**config.mk**
```make
export PLATFORM = sky130hd
export DESIGN_NAME = adc_stat_accum
export DESIGN_NICKNAME = d
export VERILOG_FILES = /design/src/rtl/adc_stat_accum_pkg.sv /design/src/rtl/adc_hist_bin.sv /design/src/rtl/adc_stat_accum.sv
export SDC_FILE = /design/constraint.sdc
export NUM_CORES = 1
export LEC_CHECK = 0
export ABC_AREA = 1
export CAP_MARGIN = 10
export CORE_MARGIN = 3
export CORE_UTILIZATION = 63
export CTS_CLUSTER_DIAMETER = 80
export DETAILED_ROUTE_END_ITERATION = 8
export PLACE_DENSITY = 0.89
export REMOVE_ABC_BUFFERS = 1
export SLEW_MARGIN = 20
export SYNTH_ARGS = -nofsm -noshare
export SYNTH_HDL_FRONTEND = slang
export SYNTH_SLANG_ARGS = --single-unit
```
**constraint.sdc**
```tcl
create_clock -name clk -period 8.46 [get_ports clk]
set_input_delay 2.115 -clock clk [delete_from_list [all_inputs] [get_ports clk]]
set_output_delay 2.115 -clock clk [all_outputs]
set_load 0.01 [all_outputs]
```
**src/rtl/adc_stat_accum_pkg.sv**
```systemverilog
// Shared definitions for the ADC statistics accumulator: parameter defaults and FSM states.
package adc_stat_accum_pkg;

  localparam int unsigned NAdcDefault    = 8;
  localparam int unsigned NAvgMaxDefault = 10;

  typedef enum logic [1:0] {
    StIdle,
    StAccum,
    StUpdate
  } state_e;

endpackage

```
**src/rtl/adc_hist_bin.sv**
```systemverilog
// Centre/side histogram bin: classifies each accepted code against the captured
// window [nbin-dz, nbin+dz] and counts centre and upper-side hits.
module adc_hist_bin
  import adc_stat_accum_pkg::*;
#(
  parameter int unsigned N_ADC = NAdcDefault,
  parameter int unsigned C     = NAvgMaxDefault + 1
) (
  input  logic             clk,
  input  logic             rstb,
  input  logic             clr,
  input  logic             acc,
  input  logic [N_ADC-1:0] code,
  input  logic [N_ADC-1:0] nbin,
  input  logic [N_ADC-1:0] dz,
  output logic [C-1:0]     center_next,
  output logic [C-1:0]     side_next
);

  // Two extra bits so nbin +/- dz can never wrap.
  localparam int unsigned X = N_ADC + 2;

  logic signed [X-1:0] code_x, lo_x, hi_x;
  logic                center_hit, side_hit;
  logic [C-1:0]        center_q, side_q;

  // Classify the current code; centre and side are exclusive by construction.
  always_comb begin
    code_x     = {{2{code[N_ADC-1]}}, code};
    lo_x       = {{2{nbin[N_ADC-1]}}, nbin} - {2'b00, dz};
    hi_x       = {{2{nbin[N_ADC-1]}}, nbin} + {2'b00, dz};
    center_hit = (code_x >= lo_x) && (code_x <= hi_x);
    side_hit   = (code_x > hi_x);
  end

  // Next counter values, exposed so the top can latch the count including the last sample.
  always_comb begin
    center_next = center_q;
    side_next   = side_q;
    if (clr) begin
      center_next = '0;
      side_next   = '0;
    end else if (acc) begin
      center_next = center_q + {{(C-1){1'b0}}, center_hit};
      side_next   = side_q + {{(C-1){1'b0}}, side_hit};
    end
  end

  // Hit counter registers.
  always_ff @(posedge clk or negedge rstb) begin
    if (!rstb) begin
      center_q <= '0;
      side_q   <= '0;
    end else begin
      center_q <= center_next;
      side_q   <= side_next;
    end
  end

endmodule

```
**src/rtl/adc_stat_accum.sv**
```systemverilog
// Windowed ADC statistics: sum, mean and centre/side histogram over 2^Navg valid samples.
module adc_stat_accum
  import adc_stat_accum_pkg::*;
#(
  parameter int unsigned N_ADC     = NAdcDefault,
  parameter int unsigned N_AVG_MAX = NAvgMaxDefault
) (
  input  logic                     clk,
  input  logic                     rstb,
  input  logic                     en,
  input  logic                     adc_valid,
  input  logic [N_ADC-1:0]         adc_code,
  input  logic [3:0]               Navg_adc,
  input  logic [N_ADC-1:0]         Nbin_adc,
  input  logic [N_ADC-1:0]         DZ_hist_adc,
  output logic [N_ADC+N_AVG_MAX-1:0] adcout_sum,
  output logic [N_ADC-1:0]         adcout_avg,
  output logic [N_AVG_MAX:0]       adcout_hist_center,
  output logic [N_AVG_MAX:0]       adcout_hist_side,
  output logic                     stat_update
);

  localparam int unsigned S = N_ADC + N_AVG_MAX;
  localparam int unsigned C = N_AVG_MAX + 1;
  localparam logic [3:0] NavgLimit = (N_AVG_MAX > 15) ? 4'd15 : 4'(N_AVG_MAX);

  state_e state_q, state_d;

  logic [1:0]             rst_sync_q;
  logic                   rst_done;
  logic                   start, accept, close;
  logic [3:0]             navg_q, navg_clamp;
  logic [N_ADC-1:0]       nbin_q, dz_q;
  logic [C-1:0]           cnt_q, cnt_d, win_len;
  logic signed [S-1:0]    sum_q, sum_d, code_sx;
  logic [C-1:0]           center_next, side_next;
  logic [S-1:0]           sum_out_q;
  logic [N_ADC-1:0]       avg_out_q;
  logic [C-1:0]           center_out_q, side_out_q;

  // Reset release is synchronised before the FSM may leave idle.
  always_ff @(posedge clk or negedge rstb) begin
    if (!rstb) rst_sync_q <= 2'b00;
    else       rst_sync_q <= {rst_sync_q[0], 1'b1};
  end
  assign rst_done = rst_sync_q[1];

  // FSM state register.
  always_ff @(posedge clk or negedge rstb) begin
    if (!rstb) state_q <= StIdle;
    else       state_q <= state_d;
  end

  // FSM next state.
  always_comb begin
    state_d = state_q;
    unique case (state_q)
      StIdle:   if (en && rst_done) state_d = StAccum;
      StAccum: begin
        if (!en)       state_d = StIdle;
        else if (close) state_d = StUpdate;
      end
      StUpdate: state_d = en ? StAccum : StIdle;
      default:  state_d = StIdle;
    endcase
  end

  // FSM outputs: window start, sample acceptance and window close.
  always_comb begin
    start       = ((state_q == StIdle) && en && rst_done) || ((state_q == StUpdate) && en);
    accept      = (state_q == StAccum) && en && adc_valid;
    close       = accept && ((cnt_q + {{(C-1){1'b0}}, 1'b1}) == win_len);
    stat_update = (state_q == StUpdate);
  end

  // Window datapath next state: clamp config, window length, running sum and count.
  always_comb begin
    navg_clamp = (Navg_adc > NavgLimit) ? NavgLimit : Navg_adc;
    win_len    = {{(C-1){1'b0}}, 1'b1} << navg_q;
    code_sx    = {{N_AVG_MAX{adc_code[N_ADC-1]}}, adc_code};
    sum_d      = sum_q;
    cnt_d      = cnt_q;
    if (start) begin
      sum_d = '0;
      cnt_d = '0;
    end else if (accept) begin
      sum_d = sum_q + code_sx;
      cnt_d = cnt_q + {{(C-1){1'b0}}, 1'b1};
    end
  end

  // Config capture and accumulator registers.
  always_ff @(posedge clk or negedge rstb) begin
    if (!rstb) begin
      navg_q <= '0;
      nbin_q <= '0;
      dz_q   <= '0;
      sum_q  <= '0;
      cnt_q  <= '0;
    end else begin
      if (start) begin
        navg_q <= navg_clamp;
        nbin_q <= Nbin_adc;
        dz_q   <= DZ_hist_adc;
      end
      sum_q <= sum_d;
      cnt_q <= cnt_d;
    end
  end

  adc_hist_bin #(
    .N_ADC (N_ADC),
    .C     (C)
  ) u_hist (
    .clk         (clk),
    .rstb        (rstb),
    .clr         (start),
    .acc         (accept),
    .code        (adc_code),
    .nbin        (nbin_q),
    .dz          (dz_q),
    .center_next (center_next),
    .side_next   (side_next)
  );

  // Outputs load on the closing edge so they are valid during the update cycle.
  always_ff @(posedge clk or negedge rstb) begin
    if (!rstb) begin
      sum_out_q    <= '0;
      avg_out_q    <= '0;
      center_out_q <= '0;
      side_out_q   <= '0;
    end else if (close) begin
      sum_out_q    <= sum_d;
      avg_out_q    <= N_ADC'(sum_d >>> navg_q);
      center_out_q <= center_next;
      side_out_q   <= side_next;
    end
  end

  assign adcout_sum         = sum_out_q;
  assign adcout_avg         = avg_out_q;
  assign adcout_hist_center = center_out_q;
  assign adcout_hist_side   = side_out_q;

endmodule

```
==> impl_metrics.py <==
metrics = {
    "floorplan": {
        "die_w_um": 122,
        "ios": 81,
        "die_area_um2": 14900,
        "design.core.area_um2": 12900,
        "start_util_pct": 65.7,
        "die_h_um": 122,
        "rows": 41,
    },
    "sta": {
        "fin_crit_ps": 5760,
        "relSlewSlack_pct": 43.1,
        "final-hold-violation-count": 0,
        "skew_ps": 10.5,
        "worstMarginPinSlew_ps": 854,
        "finalSetupViolations": 0,
        "drv_slew": 0,
        "fmaxAchievable_mhz": 174,
        "setup_tns_ps": 0,
        "post-route-period-util_pct": 68.0,
        "rsz0062_at_grt": "no",
    },
    "clocking": {
        "cts_hold_buf": 0,
        "cts_sinks": 123,
        "cts_buffers": 17,
        "clk_pin_slew_worst_paths_ps": 60,
        "root_buffer": "clkbuf_16",
        "cts_tree": "done",
        "cts_resized": 0,
        "cts_buffer_depth": 2,
        "cts_setup_buffers": 0,
        "cts-htree-levels": 4,
        "clkLatencyLatePin_ps": 440,
    },
    "logic_synthesis": {
        "synth.largest_area_cell": "dfrtp_1",
        "ys_types": 43,
        "synth_edf_count": 0,
        "yosysWarnings": 0,
        "synth_area_per_cell_um2": 7.07,
        "netlist_area_um2": 8500,
        "netlist_instances": 1202,
        "synth_most_common_cell": "nand2_1",
        "ys_async_sr_fraction_pct": 100,
        "synth_top_flop_cell": "dfrtp_1",
        "ys_seq_elements": 123,
        "synth.area.top_cells": "dfrtp_1 (36%), nand2_1 (16%), ha_1 (8.7%)",
        "yosys-top-cells-count": "nand2_1 (352), inv_1 (187), nand3_1 (131)",
        "yosys.area.top_type_share_pct": 36.2,
        "ys_seq_area_share_pct": 36.2,
    },
    "setup_path": {
        "worstPathMaxFanout": 17,
        "r2r_end": "adcout_hist_center[10]$_DFFE_PN0P_",
        "r2r-start": "dz_q[0]$_DFFE_PN0N_",
        "crit_path_start": "adc_code[7]",
        "critPathKind": "primary input to register",
        "ff2ff_setup_slack_ps": 3140,
        "start_kind": "primary input",
        "critPathMaxStageDelay_ps": 830,
        "path_cells": "clkdlybuf4s50_1, ha_1, nand2_1, or4_1, o21ai_0, inv_1, nand2_1, o21ai_0, inv_1, ha_1, ha_1, inv_1, nor2_1, nand3_1, nor3_1, nand2_1, nor2_1, nand2_1, xor2_1, nand2_1, o21ai_0",
        "critPathRequiredTime_ps": 8810,
        "reg2regPathDepth": 29,
        "cp.arrival_ps": 6100,
        "path_common_cell": "nand2_1",
        "end_kind": "register",
        "cp_slowest_cell": "clkdlybuf4s50_1",
        "crit_end": "adcout_hist_center[10]$_DFFE_PN0P_",
    },
    "run": {
        "drv_cap": 0,
    },
    "finish": {
        "fin_nets": 1370,
        "syn_to_final_growth_pct": 16.7,
        "layoutNonFillerInstCount": 1461,
        "final_cell_area_um2": 9920,
        "nFillCells": 991,
        "antenna_cells": 0,
        "drive_gt1_share_pct": 5.66,
    },
    "run_status": {
        "status": "completed",
    },
    "detailed_routing": {
        "routed_wl_um": 22100,
        "vias": 8232,
        "wl_per_cell_um": 15.1,
        "vias_per_cell": 5.63,
        "drt.antenna.violating_nets": 0,
        "drt_iter0_drc": 624,
        "first_pass_iters": 7,
        "drc": 0,
    },
    "power_and_ir_drop": {
        "peakVddDrop_mv": 0.173,
        "pwr_density_cell_nw_per_um2": 238,
        "power_leakage_nw": 5.29,
    },
    "grt": {
        "antenna_found_initial": 0,
        "grt_most_used_layer": "met2",
        "gr-usage-all-layers_pct": 31.4,
        "grt_pass1_wl_um": 37400,
        "overflow": 0,
        "grt_pass1_vias": 8189,
        "use_met1_pct": 39.0,
        "grt_max_degree": 67,
        "use_met3_pct": 6.27,
        "met2_usage_pct": 52.3,
    },
    "min_path": {
        "hp-class": "register to register",
    },
    "place": {
        "io_buffers": 80,
        "dpl.cell_count": 1429,
        "dp_hpwl_um": 15500,
        "place_area_um2": 9380,
        "gp_congestion": 0.964,
    },
}
-- registers in the layout, indices dropped and copies added (netlist names) --
name and cells:
adcout_sum 18, sum_q 18, adcout_hist_center 11, adcout_hist_side 11
cnt_q 11, u_hist.center_q 11, u_hist.side_q 11, adcout_avg 8
dz_q 8, nbin_q 8, navg_q 4, rst_sync_q 2
state_q 2
-- layout by cell type (no fill, tap or decap), types with 18 or more instances in the layout --
master and instances:
xor2_1 18, nor2_1 69, a21oi_1 38, nand3_1 131, nand2_1 352, dfrtp_1 123
o21ai_0 66, ha_1 59, inv_1 187, clkdlybuf4s50_1 79
-- worst min-delay path by stage --
stage	cells after the start	slack (ps)	start	endpoint
after CTS	0	360	rst_sync_q[0]$_DFF_PN0_	rst_sync_q[1]$_DFF_PN0_
after detailed placement	0	340	rst_sync_q[0]$_DFF_PN0_	rst_sync_q[1]$_DFF_PN0_
after global placement	0	330	rst_sync_q[0]$_DFF_PN0_	rst_sync_q[1]$_DFF_PN0_
after global routing	0	360	rst_sync_q[0]$_DFF_PN0_	rst_sync_q[1]$_DFF_PN0_
final	0	350	rst_sync_q[0]$_DFF_PN0_	rst_sync_q[1]$_DFF_PN0_
after floorplan	0	330	rst_sync_q[0]$_DFF_PN0_	rst_sync_q[1]$_DFF_PN0_
-- worst max-delay path: cells and delay by family --
kind	cells	cell delay [ps]
AOI/OAI and AO/OA	3	350
adders and majority gates	3	860
xor gates and xnor gates	1	130
and+or+nand+nor	10	1640
buffers and inverters	4	990
-- power by group --
group	internal, mW	switching (mW)
Clock	0.384	0.289
Combinational	0.375	0.569
Sequential	0.670	0.0764
-- cell type report --
class	count	area, um2	share of cell area (%)
multi-input cells	851	4500	45.4
well taps	172	215	2.17
inverters	197	743	7.49
flip-flops and latches	123	3080	31.0
clock buffers	20	447	4.50
clock inverters	12	91.3	0.921
repair buffers	86	843	8.50
-- cells by family after synthesis --
| logic type | synth area share [%] |
|---|---|
| simple gates | 31.3 |
| buf+inv | 10.8 |
| fa+ha+maj | 9.39 |
| xor+xnor | 2.16 |
| other cells | 0.0441 |
| flops | 36.2 |
| compound gates | 10.1 |
-- metrics by stage --
stage / power (mW) / hold slack (ps) / utilization (%) / worst slack [ps]
after floorplan: 1.38 / 331 / - / 3310
after detailed placement: 1.67 / 340 / 72.6 / 2370
after CTS: 2.36 / 356 / 76.7 / 2770
after global placement: 1.63 / 332 / 72.6 / 2500
after global routing: 2.53 / 364 / 76.7 / 2310
final: 2.36 / 351 / 76.7 / 2700
-- metal layers --
metal | wire length [um] | up-vias
met1 | 9190 | 3825
met4 | 874 | 0
li1 | - | 3990
met3 | 1510 | 84
met2 | 10500 | 333
met5 | 0 | -
No activity file was read; power rests on OpenSTA's default activity.
